<file path="config.mk">
export PLATFORM = sky130hd
export DESIGN_NAME = byte_serializer
export DESIGN_NICKNAME = d
export VERILOG_FILES = /design/src/rtl/byte_serializer_pkg.sv /design/src/rtl/byte_serializer_if.sv /design/src/rtl/byte_fifo2.sv /design/src/rtl/byte_serializer.sv
export SDC_FILE = /design/constraint.sdc
export NUM_CORES = 1
export LEC_CHECK = 0
export BUFFER_PORTS_ARGS = -buffer_cell sky130_fd_sc_hd__clkbuf_2
export CAP_MARGIN = 20
export CORE_MARGIN = 2
export CORE_UTILIZATION = 35
export DETAILED_ROUTE_END_ITERATION = 10
export HOLD_SLACK_MARGIN = 0.06
export RECOVER_POWER = 50
export SYNTH_ARGS = -nofsm -noshare
export SYNTH_HDL_FRONTEND = slang
export SYNTH_SLANG_ARGS = --single-unit
export TNS_END_PERCENT = 10
</file>
<file path="constraint.sdc">
create_clock -name inClock -period 2.56 [get_ports inClock]
set_clock_uncertainty 0.05 [all_clocks]
set_input_delay 0.512 -clock inClock [delete_from_list [all_inputs] [get_ports inClock]]
set_output_delay 0.512 -clock inClock [all_outputs]
set_load 0.01 [all_outputs]
</file>
<file path="src/rtl/byte_serializer_pkg.sv">
// Shared types and sizing for the byte serializer and its input FIFO.
package byte_serializer_pkg;

    localparam int unsigned BYTE_W     = 8;
    localparam int unsigned NIB_W      = 4;
    localparam int unsigned FIFO_DEPTH = 2;

    localparam int unsigned BIT_CNT_W  = $clog2(BYTE_W);
    localparam int unsigned SEL_W      = $clog2(NIB_W);
    localparam int unsigned PTR_W      = $clog2(FIFO_DEPTH);
    localparam int unsigned CNT_W      = $clog2(FIFO_DEPTH + 1);

    typedef enum logic {
        ST_IDLE  = 1'b0,
        ST_SHIFT = 1'b1
    } state_e;

    // Reorders a byte so that the bit to be emitted first sits at position 0;
    // the shifter then always shifts right regardless of bit order.
    function automatic logic [BYTE_W-1:0] emit_order(input logic [BYTE_W-1:0] b,
                                                     input bit lsb_first);
        logic [BYTE_W-1:0] r;
        r = b;
        if (!lsb_first) begin
            for (int unsigned i = 0; i < BYTE_W; i++) begin
                r[i] = b[BYTE_W-1-i];
            end
        end
        return r;
    endfunction

endpackage

</file>
<file path="src/rtl/byte_serializer_if.sv">
// Byte-stream handshake: a byte moves when valid and ready are both high.
interface byte_serializer_if;
    import byte_serializer_pkg::*;

    logic [BYTE_W-1:0] data;
    logic              valid;
    logic              ready;

    modport master (output data, output valid, input  ready);
    modport slave  (input  data, input  valid, output ready);
endinterface

</file>
<file path="src/rtl/byte_fifo2.sv">
// Two-entry byte FIFO. The write-side ready is a registered "not full" so it
// never depends combinationally on the incoming valid or a same-cycle pop.
module byte_fifo2
    import byte_serializer_pkg::*;
(
    input  logic                clk_i,
    input  logic                rst_ni,
    byte_serializer_if.slave    wr,
    input  logic                pop_i,
    output logic [BYTE_W-1:0]   head_o,
    output logic                empty_o
);

    logic [BYTE_W-1:0] mem_q [FIFO_DEPTH];
    logic [PTR_W-1:0]  wr_ptr_q;
    logic [PTR_W-1:0]  rd_ptr_q;
    logic [CNT_W-1:0]  count_q, count_d;
    logic              full_q,  full_d;
    logic              push;

    assign push     = wr.valid & ~full_q;
    assign wr.ready = ~full_q;
    assign head_o   = mem_q[rd_ptr_q];
    assign empty_o  = (count_q == '0);

    // Occupancy and registered full flag for the next cycle.
    always_comb begin
        count_d = count_q;
        unique case ({push, pop_i})
            2'b10:   count_d = count_q + CNT_W'(1);
            2'b01:   count_d = count_q - CNT_W'(1);
            default: count_d = count_q;
        endcase
        full_d = (count_d == CNT_W'(FIFO_DEPTH));
    end

    // Storage, pointers and occupancy registers.
    always_ff @(posedge clk_i or negedge rst_ni) begin
        if (!rst_ni) begin
            mem_q    <= '{default: '0};
            wr_ptr_q <= '0;
            rd_ptr_q <= '0;
            count_q  <= '0;
            full_q   <= 1'b0;
        end else begin
            if (push) begin
                mem_q[wr_ptr_q] <= wr.data;
                wr_ptr_q        <= wr_ptr_q + PTR_W'(1);
            end
            if (pop_i) begin
                rd_ptr_q <= rd_ptr_q + PTR_W'(1);
            end
            count_q <= count_d;
            full_q  <= full_d;
        end
    end

endmodule

</file>
<file path="src/rtl/byte_serializer.sv">
// Serializes buffered bytes one bit per enable tick, tagging each bit with its
// nibble lane index for a downstream 1-to-4 demultiplexer.
module byte_serializer
    import byte_serializer_pkg::*;
#(
    parameter bit LSB_FIRST = 1'b1
) (
    input  logic              inClock,
    input  logic              inReset,
    input  logic [BYTE_W-1:0] inByte,
    input  logic              inValid,
    output logic              outReady,
    input  logic              inEnable,
    output logic              outData,
    output logic [SEL_W-1:0]  outSel,
    output logic              outValid,
    output logic              outSymValid,
    output logic              outBusy
);

    byte_serializer_if fifo_bus ();

    logic [BYTE_W-1:0]    fifo_head;
    logic                 fifo_empty;
    logic                 fifo_pop;

    state_e               state_q, state_d;
    logic [BYTE_W-1:0]    shift_q, shift_d;
    logic [BIT_CNT_W-1:0] cnt_q,   cnt_d;
    logic                 data_q,  data_d;
    logic [SEL_W-1:0]     sel_q,   sel_d;
    logic                 valid_q, valid_d;
    logic                 sym_q,   sym_d;
    logic [BYTE_W-1:0]    head_ord;
    logic                 last_bit;

    assign fifo_bus.data  = inByte;
    assign fifo_bus.valid = inValid;
    assign outReady       = fifo_bus.ready;

    byte_fifo2 u_fifo (
        .clk_i   (inClock),
        .rst_ni  (inReset),
        .wr      (fifo_bus.slave),
        .pop_i   (fifo_pop),
        .head_o  (fifo_head),
        .empty_o (fifo_empty)
    );

    assign head_ord = emit_order(fifo_head, LSB_FIRST);
    assign last_bit = (cnt_q == BIT_CNT_W'(BYTE_W - 1));

    // State register.
    always_ff @(posedge inClock or negedge inReset) begin
        if (!inReset) begin
            state_q <= ST_IDLE;
        end else begin
            state_q <= state_d;
        end
    end

    // Next-state: start on a tick with data waiting, stop after the 8th bit
    // only when no further byte is queued.
    always_comb begin
        state_d = state_q;
        unique case (state_q)
            ST_IDLE:  if (inEnable && !fifo_empty) state_d = ST_SHIFT;
            ST_SHIFT: if (inEnable && last_bit && fifo_empty) state_d = ST_IDLE;
            default:  state_d = ST_IDLE;
        endcase
    end

    // Output/datapath: cnt_q is the index of the next bit to emit. On the 8th
    // bit the next byte is preloaded with cnt=0 so the following tick has no bubble.
    always_comb begin
        fifo_pop = 1'b0;
        shift_d  = shift_q;
        cnt_d    = cnt_q;
        data_d   = data_q;
        sel_d    = sel_q;
        valid_d  = 1'b0;
        unique case (state_q)
            ST_IDLE: begin
                sel_d = '0;
                if (inEnable && !fifo_empty) begin
                    fifo_pop = 1'b1;
                    data_d   = head_ord[0];
                    shift_d  = head_ord >> 1;
                    cnt_d    = BIT_CNT_W'(1);
                    valid_d  = 1'b1;
                end
            end
            ST_SHIFT: begin
                if (inEnable) begin
                    data_d  = shift_q[0];
                    shift_d = shift_q >> 1;
                    sel_d   = cnt_q[SEL_W-1:0];
                    valid_d = 1'b1;
                    if (last_bit) begin
                        cnt_d = '0;
                        if (!fifo_empty) begin
                            fifo_pop = 1'b1;
                            shift_d  = head_ord;
                        end else begin
                            shift_d  = '0;
                        end
                    end else begin
                        cnt_d = cnt_q + BIT_CNT_W'(1);
                    end
                end
            end
            default: sel_d = '0;
        endcase
        sym_d = valid_d && (sel_d == SEL_W'(NIB_W - 1));
    end

    // Datapath and output registers.
    always_ff @(posedge inClock or negedge inReset) begin
        if (!inReset) begin
            shift_q <= '0;
            cnt_q   <= '0;
            data_q  <= 1'b0;
            sel_q   <= '0;
            valid_q <= 1'b0;
            sym_q   <= 1'b0;
        end else begin
            shift_q <= shift_d;
            cnt_q   <= cnt_d;
            data_q  <= data_d;
            sel_q   <= sel_d;
            valid_q <= valid_d;
            sym_q   <= sym_d;
        end
    end

    assign outData     = data_q;
    assign outSel      = sel_q;
    assign outValid    = valid_q;
    assign outSymValid = sym_q;
    assign outBusy     = !fifo_empty || (state_q == ST_SHIFT);

endmodule

</file>
==> implementation parameters <==
Parameter                              Value

Status
  Status ... finished, violations left
  Violated checks ... capacitance limit, slew limit

Timing
  Fmax ... 470 MHz
  Setup-violating endpoint count in the final report ... 0
  Worst setup slack after layout ... 433 ps
  Final Hold Violating Endpoints ... 0
  Worst-case headroom to the max-slew limit ... -0.316
  Setup Total Neg Slack ... 0 ps
  Transition at the pin with the smallest max-transition slack ... 1970 ps
  Tmin final ... 2130 ps
  Number of max-slew violations in the final report ... 39
  Final critical-path share of the clock period ... 0.831
  RSZ-0062 raised after global routing ... no

Clock tree
  Hold-fix buffer count after cts ... 0
  Clock tree from TritonCTS ... yes
  Number of CTS-inserted buffers ... 5
  Buffers inserted during post-CTS setup optimization ... 0
  Insertion delay of the later-clocked pin in the worst-skew pair ... 280 ps
  Number of H-tree branching levels ... 2
  Buffer cell driving the clock tree root ... clkbuf_8
  PostCTS Resize Cnt ... 0
  Number of sinks driven by the clock tree ... 38
  Clock edge transition at the registers on the reported setup and hold paths ... 70 ps
  Clock Path Buffers ... 2

Critical path
  Start-to-end type of the worst setup path ... register to register
  Required arrival time at the worst endpoint ... 2730 ps
  Capturing element type of the critical path ... register
  CP Launch Type ... register
  Data arrival time of the critical path ... 2290 ps
  Crit Path Max Fanout ... 5

Synthesis
  Cell types with the largest area share after synthesis ... dfrtp_1 57%, mux2_2 15%, a222oi_1 3.6%
  Count of state elements after synthesis ... 38
  Syn_nets ... 144
  Post-synthesis area per instance ... 13.0 sq um
  Cell area after synthesis ... 1680 sq um
  Mapped Cells ... 129
  Fraction of synthesized cell area taken by the top area cell type ... 0.566
  Fraction of registers with async set/reset ... 1.00
  Most common library cells after synthesis ... 38 x dfrtp_1, 23 x mux2_2, 10 x nor2_1
  Most instantiated library cell after synthesis ... dfrtp_1
  Leading area contributor after synthesis ... dfrtp_1
  Number of unique standard cell types used by synthesis ... 32
  Top flip-flop cell by instance count after synthesis ... dfrtp_1
  Warnings from Yosys ... 0
  Number of synthesized flops with an enable pin ... 0
  Register area share after synthesis ... 0.566

Route
  Iteration-0 DRC Markers ... 98
  Post-route DRC violation count ... 0
  Post-detailed-route wirelength per cell ... 14.8 microns
  Total wire length after detailed routing ... 3.04 mm
  Vias after detailed routing ... 1079
  Number of vias per cell after detailed routing ... 5.26
  Antenna violation net count after detailed routing ... 0
  Detailed-routing iteration count for the pre-antenna-repair pass ... 5

Place
  Setup Slack @ Placement ... 458 ps
  Half-perimeter wire length after placement ... 2.19 mm
  Placed cell areas ... 1810 sq um
  Port-buffer cells ... 18
  Weighted congestion at the end of routability-driven global placement ... 0.732

Worst hold path
  Path type of the worst min-delay path ... input pin to register

Floorplan
  Die area ... 5370 sq um
  Height of the die ... 73.3 microns
  Placeable core region ... 4660 sq um
  Io pins ... 19
  Placement row count ... 25
  DIE WIDTH ... 73.3 microns
  Initial core utilization ... 0.361

Job
  Max-cap check violation count ... 1

Finish
  Post-route standard cell area excluding fillers ... 1910 sq um
  Antenna diode instance count ... 0
  Layout overhead on the synthesized area ... 13.4%
  Fraction of layout cells with a size suffix above 1 ... 0.344
  Number of fill cells in the layout ... 448
  Net total in the final layout ... 165

Global routing
  Maximum number of pins on one net before global-route repair ... 39
  Aggregate global-route resource usage ... 0.129
  Gr ovfl total ... 0
  Antenna violations before repair ... 0
  Wire length of the first global-routing pass ... 5.17 mm
  Number of global-route vias before repair ... 1085

Power and ir drop
  Worst ir drop on vdd ... 445 uV
  Leakage power summed over all cells ... 0.000841 uW
  Power Density ... 1260 nW/um^2
-- power breakdown --
group	switching [uW]	total, uW	leakage, uW	internal (uW)
Clock	203	490	0.0000579	287
Sequential	203	1080	0.000447	880
Combinational	365	823	0.000336	458
Total	771	2400	0.000841	1620
-- cells in the final DEF (no fill, tap or decap), types with 2 or more instances in the layout --
cell type	count
dfrtp_1	38
mux2_2	23
clkbuf_2	17
nor2_1	10
a21oi_1	9
a222oi_1	6
clkbuf_8	5
mux2i_1	4
o21ai_0	4
nand2_1	4
xnor2_1	3
ha_1	3
a32o_1	2
clkinv_2	2
-- logic make-up (layout without fill, tap and decap cells) --
| kind of cell | count (synthesis) | after routing | synth area share |
|---|---|---|---|
| flops | 38 | 38 | 0.566 |
| fa+ha+maj | 3 | 3 | 0.0223 |
| buf+inv | 8 | 30 | 0.0268 |
| xor+xnor | 4 | 4 | 0.0209 |
| compound gates | 26 | 26 | 0.119 |
| simple gates | 23 | 23 | 0.0670 |
| mux | 27 | 27 | 0.178 |
-- sequential cells by signal (all words and copies together), names as in the netlist --
register / count
u_fifo.wr_ptr_q: 1
u_fifo.mem_q: 16
state_q: 1
shift_q: 8
cnt_q: 3
u_fifo.rd_ptr_q: 1
outSymValid: 1
outData: 1
outValid: 1
u_fifo.full_q: 1
outSel: 2
u_fifo.count_q: 2
-- critical path, stage by stage, from the launching register on --
cell and delay, ps:
dfrtp_1 430, ha_1 220, ha_1 230, nor2b_1 180, nor2_1 100, ha_1 350, or3_1 370, a21oi_1 140
-- routing by layer --
layer  vias up  GRT usage  part of all wire
li1        514          -                 -
met1       532      0.172              0.47
met2        26      0.189              0.47
met3         7     0.0329             0.037
met4         0     0.0768             0.020
met5         -          0                 0
-- final cells by class --
type | instances | area (sq um) | area share
Sequential cell | 38 | 951 | 0.499
Tap cell | 54 | 67.6 | 0.0355
Clock inverter | 3 | 40.0 | 0.0210
Inverter | 3 | 11.3 | 0.00591
Timing Repair Buffer | 19 | 96.3 | 0.0506
Clock buffer | 5 | 68.8 | 0.0361
Multi-Input combinational cell | 83 | 671 | 0.352
-- stage by stage --
stage	total power, uW	hold slack (ps)	util	cells
floorplan	1710	166	-	129
CTS	2440	336	0.412	205
global placement	1880	401	0.389	197
global route	2580	409	0.409	205
finish	2400	420	0.409	205
detailed placement	1940	417	0.389	197
-- path summary, 6_finish.rpt --
path                                         from                           to  slack [ps]  cells after the start
min reg2reg                shift_q[7]$_DFFE_PN0P_       shift_q[7]$_DFFE_PN0P_         430                      2
max                          cnt_q[0]$_DFFE_PN0P_      u_fifo.full_q$_DFF_PN0_         430                      7
min in group asynchronous                 inReset        outSymValid$_DFF_PN0_         720                      1
max reg2reg                  cnt_q[0]$_DFFE_PN0P_      u_fifo.full_q$_DFF_PN0_         430                      7
max in group asynchronous                 inReset       shift_q[6]$_DFFE_PN0P_         600                      1
min                                     inByte[5]  u_fifo.mem_q[5]$_DFFE_PN0P_         420                      2
Note: power is estimated with default switching activity, not from simulation.
